<file path="src/rtl/alarm_pkg.sv">
// Shared types and constants for the alarm-setting controller: FSM states,
// one-hot reload codes, digit indices and per-digit maxima.
package alarm_pkg;

    typedef enum logic [2:0] {
        ST_IDLE,
        ST_SET_MU,
        ST_SET_MT,
        ST_SET_HU,
        ST_SET_HT
    } state_t;

    localparam logic [4:0] RC_NONE = 5'b00001;
    localparam logic [4:0] RC_9    = 5'b00010;
    localparam logic [4:0] RC_5    = 5'b00100;
    localparam logic [4:0] RC_3    = 5'b01000;
    localparam logic [4:0] RC_2    = 5'b10000;

    localparam logic [1:0] DIG_MU = 2'd0;
    localparam logic [1:0] DIG_MT = 2'd1;
    localparam logic [1:0] DIG_HU = 2'd2;
    localparam logic [1:0] DIG_HT = 2'd3;

    localparam logic [3:0] MAX_MU    = 4'd9;
    localparam logic [3:0] MAX_MT    = 4'd5;
    localparam logic [3:0] MAX_HU    = 4'd9;
    localparam logic [3:0] MAX_HU_LO = 4'd3;
    localparam logic [3:0] MAX_HT    = 4'd2;

    // Hour units only reach 9 while hour tens is below 2 (caps at 23).
    function automatic logic [3:0] digit_max(input logic [1:0] idx, input logic [3:0] ht_val);
        logic [3:0] m;
        case (idx)
            DIG_MU:  m = MAX_MU;
            DIG_MT:  m = MAX_MT;
            DIG_HU:  m = (ht_val == MAX_HT) ? MAX_HU_LO : MAX_HU;
            default: m = MAX_HT;
        endcase
        return m;
    endfunction

    function automatic logic [4:0] rc_for_max(input logic [3:0] max_val);
        logic [4:0] rc;
        case (max_val)
            4'd9:    rc = RC_9;
            4'd5:    rc = RC_5;
            4'd3:    rc = RC_3;
            4'd2:    rc = RC_2;
            default: rc = RC_NONE;
        endcase
        return rc;
    endfunction

    function automatic logic [1:0] state_to_sel(input state_t st);
        logic [1:0] s;
        case (st)
            ST_SET_MT: s = DIG_MT;
            ST_SET_HU: s = DIG_HU;
            ST_SET_HT: s = DIG_HT;
            default:   s = DIG_MU;
        endcase
        return s;
    endfunction

endpackage

</file>
<file path="src/rtl/alarm_digit_cmd.sv">
// Per-digit command mapper: turns an up/down/clear request plus the digit's
// current value and maximum into add/sub/clear strobes and a reload code.
module alarm_digit_cmd
    import alarm_pkg::*;
(
    input  logic       i_up,
    input  logic       i_down,
    input  logic       i_clr,
    input  logic [3:0] i_value,
    input  logic [3:0] i_max,
    output logic       o_add,
    output logic       o_sub,
    output logic       o_clear,
    output logic [4:0] o_reload
);

    always_comb begin
        o_add    = 1'b0;
        o_sub    = 1'b0;
        o_clear  = 1'b0;
        o_reload = RC_NONE;
        if (i_clr) begin
            o_clear = 1'b1;
        end else if (i_up) begin
            // Values above max (including garbage >9) wrap to zero.
            if (i_value >= i_max)
                o_clear = 1'b1;
            else
                o_add = 1'b1;
        end else if (i_down) begin
            if (i_value == 4'd0)
                o_reload = rc_for_max(i_max);
            else
                o_sub = 1'b1;
        end
    end

endmodule

</file>
<file path="src/rtl/alarm_set_ctrl.sv">
// Alarm-setting controller: set-mode FSM, key lockout, hour clamp and optional
// idle timeout (enabled by defining ALARM_SET_TIMEOUT_EN).
module alarm_set_ctrl
    import alarm_pkg::*;
#(
    parameter logic [31:0] TIMEOUT_CYC = 32'd500_000_000
) (
    input  logic        i_sysclk,
    input  logic        i_rst,
    input  logic        i_key_mode,
    input  logic        i_key_next,
    input  logic        i_key_up,
    input  logic        i_key_down,
    input  logic        i_key_clr,
    input  logic [15:0] i_digit_val,
    output logic [3:0]  o_alarm_add,
    output logic [3:0]  o_alarm_sub,
    output logic [3:0]  o_alarm_clear,
    output logic [3:0]  o_alarm_keep,
    output logic [19:0] o_alarm_reset,
    output logic        o_set_active,
    output logic [1:0]  o_sel
);

    state_t      r_state;
    state_t      w_state_next;
    logic        r_strobe;
    logic [3:0]  r_add, r_sub, r_clear, r_keep;
    logic [19:0] r_reset;
    logic        r_set_active;
    logic [1:0]  r_sel;

    logic [3:0]  w_add_next, w_sub_next, w_clear_next, w_keep_next;
    logic [19:0] w_reset_next;
    logic        w_set_active_next;
    logic [1:0]  w_sel_next;

    logic [3:0]  w_add, w_sub, w_clear;
    logic [19:0] w_reload;
    logic [1:0]  w_sel_cur;
    logic        w_in_set, w_key_ok, w_timeout, w_clamp;
    logic        w_do_clr, w_do_next, w_do_up, w_do_down;
    logic [3:0]  w_d2, w_d3;

    assign w_sel_cur = state_to_sel(r_state);
    assign w_in_set  = (r_state != ST_IDLE);
    assign w_d2      = i_digit_val[11:8];
    assign w_d3      = i_digit_val[15:12];

    // A key landing while a strobe is on the outputs would see stale counter values.
    assign w_key_ok  = w_in_set && !r_strobe && !i_key_mode;
    assign w_do_clr  = w_key_ok && i_key_clr;
    assign w_do_next = w_key_ok && !i_key_clr && i_key_next;
    assign w_do_up   = w_key_ok && !i_key_clr && !i_key_next && i_key_up && !i_key_down;
    assign w_do_down = w_key_ok && !i_key_clr && !i_key_next && i_key_down && !i_key_up;

    assign w_clamp = (w_sel_cur == DIG_HT) && (w_d2 > MAX_HU_LO) &&
                     ((w_do_up && w_d3 == 4'd1) || (w_do_down && w_d3 == 4'd0));

    genvar gi;
    generate
        for (gi = 0; gi < 4; gi++) begin : g_digit
            logic w_hit;
            assign w_hit = (w_sel_cur == 2'(gi));
            alarm_digit_cmd u_cmd (
                .i_up     (w_do_up && w_hit),
                .i_down   (w_do_down && w_hit),
                .i_clr    (w_do_clr && w_hit),
                .i_value  (i_digit_val[gi*4 +: 4]),
                .i_max    (digit_max(2'(gi), w_d3)),
                .o_add    (w_add[gi]),
                .o_sub    (w_sub[gi]),
                .o_clear  (w_clear[gi]),
                .o_reload (w_reload[gi*5 +: 5])
            );
        end
    endgenerate

`ifdef ALARM_SET_TIMEOUT_EN
    logic [31:0] r_idle_cnt;
    logic        w_accepted;

    assign w_accepted = w_do_clr || w_do_next || w_do_up || w_do_down;
    assign w_timeout  = w_in_set && (r_idle_cnt == TIMEOUT_CYC - 32'd1);

    always_ff @(posedge i_sysclk or posedge i_rst) begin
        if (i_rst)
            r_idle_cnt <= '0;
        else if (!w_in_set || w_accepted)
            r_idle_cnt <= '0;
        else
            r_idle_cnt <= r_idle_cnt + 32'd1;
    end
`else
    // No idle timer in this build; the parameter only keeps the interface uniform.
    assign w_timeout = (TIMEOUT_CYC == 32'd0) && 1'b0;
`endif

    always_ff @(posedge i_sysclk or posedge i_rst) begin
        if (i_rst)
            r_state <= ST_IDLE;
        else
            r_state <= w_state_next;
    end

    always_comb begin
        w_state_next = r_state;
        case (r_state)
            ST_IDLE: if (i_key_mode) w_state_next = ST_SET_MU;
            default: begin
                if (i_key_mode || w_timeout) begin
                    w_state_next = ST_IDLE;
                end else if (w_do_next) begin
                    case (r_state)
                        ST_SET_MU: w_state_next = ST_SET_MT;
                        ST_SET_MT: w_state_next = ST_SET_HU;
                        ST_SET_HU: w_state_next = ST_SET_HT;
                        default:   w_state_next = ST_SET_MU;
                    endcase
                end
            end
        endcase
    end

    always_comb begin
        w_add_next        = '0;
        w_sub_next        = '0;
        w_clear_next      = '0;
        w_reset_next      = {4{RC_NONE}};
        w_keep_next       = 4'hF;
        w_set_active_next = (w_state_next != ST_IDLE);
        w_sel_next        = state_to_sel(w_state_next);
        if (w_state_next != ST_IDLE) begin
            w_add_next   = w_add;
            w_sub_next   = w_sub;
            w_clear_next = w_clear;
            w_reset_next = w_reload;
            if (w_clamp)
                w_reset_next[14:10] = RC_3;
            w_keep_next = ~(4'b0001 << w_sel_next);
        end
    end

    always_ff @(posedge i_sysclk or posedge i_rst) begin
        if (i_rst) begin
            r_add        <= '0;
            r_sub        <= '0;
            r_clear      <= '0;
            r_reset      <= {4{RC_NONE}};
            r_keep       <= 4'hF;
            r_set_active <= 1'b0;
            r_sel        <= '0;
            r_strobe     <= 1'b0;
        end else begin
            r_add        <= w_add_next;
            r_sub        <= w_sub_next;
            r_clear      <= w_clear_next;
            r_reset      <= w_reset_next;
            r_keep       <= w_keep_next;
            r_set_active <= w_set_active_next;
            r_sel        <= w_sel_next;
            r_strobe     <= (|w_add_next) || (|w_sub_next) || (|w_clear_next) ||
                            (w_reset_next != {4{RC_NONE}});
        end
    end

    assign o_alarm_add   = r_add;
    assign o_alarm_sub   = r_sub;
    assign o_alarm_clear = r_clear;
    assign o_alarm_reset = r_reset;
    assign o_alarm_keep  = r_keep;
    assign o_set_active  = r_set_active;
    assign o_sel         = r_sel;

endmodule

</file>
<file path="config.mk">
export PLATFORM = sky130hd
export DESIGN_NAME = alarm_set_ctrl
export DESIGN_NICKNAME = d
export VERILOG_FILES = /design/src/rtl/alarm_pkg.sv /design/src/rtl/alarm_digit_cmd.sv /design/src/rtl/alarm_set_ctrl.sv
export SDC_FILE = /design/constraint.sdc
export NUM_CORES = 1
export LEC_CHECK = 0
export ABC_AREA = 1
export BUFFER_PORTS_ARGS = -buffer_cell sky130_fd_sc_hd__buf_2
export CAP_MARGIN = 20
export CORE_ASPECT_RATIO = 0.9
export CORE_MARGIN = 2
export CORE_UTILIZATION = 40
export DETAILED_ROUTE_END_ITERATION = 8
export HOLD_SLACK_MARGIN = 0.08
export MAX_ROUTING_LAYER = met4
export PLACE_DENSITY = 0.66
export SETUP_SLACK_MARGIN = 0.1
export SLEW_MARGIN = 20
export SYNTH_ARGS = -nofsm -noshare
export SYNTH_HDL_FRONTEND = slang
export SYNTH_SLANG_ARGS = --single-unit
</file>
<file path="constraint.sdc">
create_clock -name i_sysclk -period 4.7 [get_ports i_sysclk]
set_input_delay 0.94 -clock i_sysclk [delete_from_list [all_inputs] [get_ports i_sysclk]]
set_output_delay 0.94 -clock i_sysclk [all_outputs]
set_load 0.01 [all_outputs]
</file>
==> impl_metrics.ini <==
[clock_tree]
post-cts-setup-buffer-count = 0
cts_resized = 0
clock_latency_ns = 0.28
clk_path_buf_depth = 2
clk_pin_slew_ns = 0.07
ctsRootBufferMaster = clkbuf_8
ctsHoldBuffers = 0
cts_buffers = 5
htreeDepth = 2
cts_tree = yes
clock-sinks = 32

[worst_setup_path]
criticalPathCategory = in -> reg
worstPathArrival_ns = 2.46
reg2reg_depth = 10
crit_fanout = 4
cp-end-kind = register
r2r_slack_ns = 3.06
worst_setup_path_start_kind = primary input
rr_endpoint = r_strobe
worst_path_most_repeated_cell = nand2_1
regToRegStartpoint = r_state[1]
max_stage_delay_ns = 0.32
crit_chain = buf_2 -> nor2_1 -> nand3_1 -> ha_1 -> nand2_1 -> nand2_1 -> a21oi_1 -> a21oi_1 -> o21ai_1 -> nand2_1 -> nor2_1 -> nand2_1
crit_family = simple AND/OR/NAND/NOR gates
path_buf_inv = 1
cp.required_ns = 4.88
crit_slowest_cell = ha_1

[floorplanning]
die_x_um = 73.8
rows = 22
initial_core_util_pct = 42.2
fp.dieH_um = 66.8
core-area_um2 = 4160
die-area_um2 = 4930
ios = 62

[power_and_ir_drop]
power_mw = 0.581
ir_drop_mv = 0.139
p_sw_mw = 0.155
p_int_mw = 0.427
power_leakage_nw = 1.29
power_density_nw_per_um2 = 274
p_clk_share_pct = 36.5
combPwrFrac_pct = 13.7
swShare_pct = 26.6
seqPwrFrac_pct = 49.8

[logic_synthesis]
synth_warnings = 0
synth-main-ff-cell = dfrtp_1
synthCells = 220
synth-seq-cells = 32
synth_edf_count = 0
syn_avg_cell_area_um2 = 7.97
seq_area_frac_synth_pct = 46.2
synth_cell_types = 26
async_flop_share_pct = 100
syn_area_um2 = 1750

[global_route]
antenna_found_initial = 0
grt_pass1_vias = 1304
grt_overflow_total = 0
grt_max_degree = 33
grt_use_total_pct = 15.4
grt_first_pass_wirelength_um = 5550

[sta]
clock_skew_ns = 0.00787
fin_crit_ns = 2.29
rsz0062_at_grt = false
finalHoldViolCount = 0
fmax_mhz = 437
drv_slew = 0
finalSetupTns_ns = 0
timing.final.crit_share_pct = 48.6
setup-violations-final = 0

[route]
vias = 1466
drt_first_pass_iters = 4
routedWlPerCell_um = 9.70
vias_per_cell = 4.35
final_antenna_net_count = 0
wl_um = 3270
drtIter0Drc = 79
drc = 0

[run]
cap_violations = 0

[placement]
gp_congestion = 0.884
io_buffers = 50
dp_hpwl_um = 2630

[finish]
nets = 301
antenna_cells = 0
utilization_pct = 51.1
syn_to_final_growth_pct = 21.0
drive_gt1_share_pct = 32.1

[min_path]
holdPathEnd = o_alarm_reset[5]
holdPathStages = 2
hp-start = r_state[0]
hold_path.class = reg -> reg

[status]
status = complete, no violations
-- Yosys cell counts (2+ instances only) --
library cell  number  area [µm²]
nor2_4             4        45.0
o21ai_0            4        20.0
nand2_2            3        18.8
nand4_4            2        42.5
inv_1             37         139
nand2_1           50         188
dfrtp_1           24         601
nand3_2            2        20.0
dfstp_2            8         210
inv_2              6        22.5
buf_4             11        82.6
nor2_1            27         101
ha_1               2        25.0
a21oi_1            6        30.0
nand4_1            3        18.8
nand3_1           19        95.1
nor3_2             3        30.0
-- routing by layer --
layer / vias up / routed length, µm / track usage [%]
met5: - / 0 / -
met4: 0 / 72 / 6.82
met3: 7 / 310 / 3.63
met2: 73 / 1290 / 22.8
met1: 621 / 1600 / 20.2
li1: 765 / - / -
-- per-stage QoR --
step                      setup slack [ns]  hold slack (ns)  cells  instance area, µm²
after CTS                             2.42            0.666    337                2120
after global placement                2.17            0.634    329                2030
final                                 2.41            0.654    337                2120
after floorplan                       2.42            0.566    230                1790
after detailed placement              2.13            0.652    329                2030
after global routing                  2.21            0.706    337                2120
-- area by class of cell --
cell class / count / area (µm²)
multi-input combinational: 143 / 726
sequential: 32 / 811
tap: 60 / 75.1
inverter: 43 / 161
timing repair buffer: 51 / 258
clock buffer: 6 / 82.6
fill: 423 / 2030
clock inverter: 2 / 10.0
-- state kept, by name, summed over array words and instances (netlist names) --
signal	cells
o_set_active	1
o_alarm_add	4
o_sel	2
o_alarm_sub	4
o_alarm_clear	4
r_strobe	1
o_alarm_keep	4
o_alarm_reset	9
r_state	3
-- kinds of logic (layout without fill, tap and decap cells) --
family / count (synthesis) / after routing / synth area share [%]
and+or+nand+nor: 117 / 117 / 33.5
buffers and inverters: 55 / 102 / 14.6
other: 1 / 11 / 0.214
DFF: 32 / 32 / 46.2
adders and majority gates: 2 / 2 / 1.43
muxes: 1 / 1 / 0.571
AOI/OAI and AO/OA: 12 / 12 / 3.50
-- how the worst max path moves through the flow --
stage / depth (start not counted) / end / slack (ns) / startpoint
2_1_floorplan: 11 / r_strobe / 2.42 / i_digit_val[15]
3_3_place_gp: 12 / r_strobe / 2.17 / i_digit_val[15]
3_5_place_dp: 12 / r_strobe / 2.13 / i_digit_val[15]
4_1_cts: 12 / r_strobe / 2.42 / i_digit_val[15]
5_1_grt: 12 / r_strobe / 2.21 / i_digit_val[15]
6_report: 12 / r_strobe / 2.41 / i_digit_val[15]
-- worst min-delay path, cell delays in order (launching register included) --
cell and delay [ns]:
dfrtp_1 0.44, nor3_2 0.07, nand2_1 0.10
-- layout by cell type, fill, tap and decap left out, types with 2 or more instances in the layout --
cell / n
nand2_1: 50
inv_1: 37
conb_1: 11
o21ai_0: 4
clkbuf_8: 6
clkinv_2: 2
nor3_2: 3
inv_2: 6
a21oi_1: 6
nand3_2: 2
nor2_4: 4
nand2_2: 3
ha_1: 2
buf_2: 50
dfrtp_1: 24
nor2_1: 27
nand3_1: 19
dfstp_2: 8
nand4_4: 2
nand4_1: 3
-- power groups by stage --
stage	Sequential [mW]	Clock, mW	Combinational, mW
after CTS	0.290	0.219	0.0807
after global placement	0.294	0	0.0795
after detailed placement	0.294	0	0.0803
after floorplan	0.297	0	0.0590
after global routing	0.290	0.229	0.0915
final	0.290	0.212	0.0797
(Power assumes the default switching activity.)
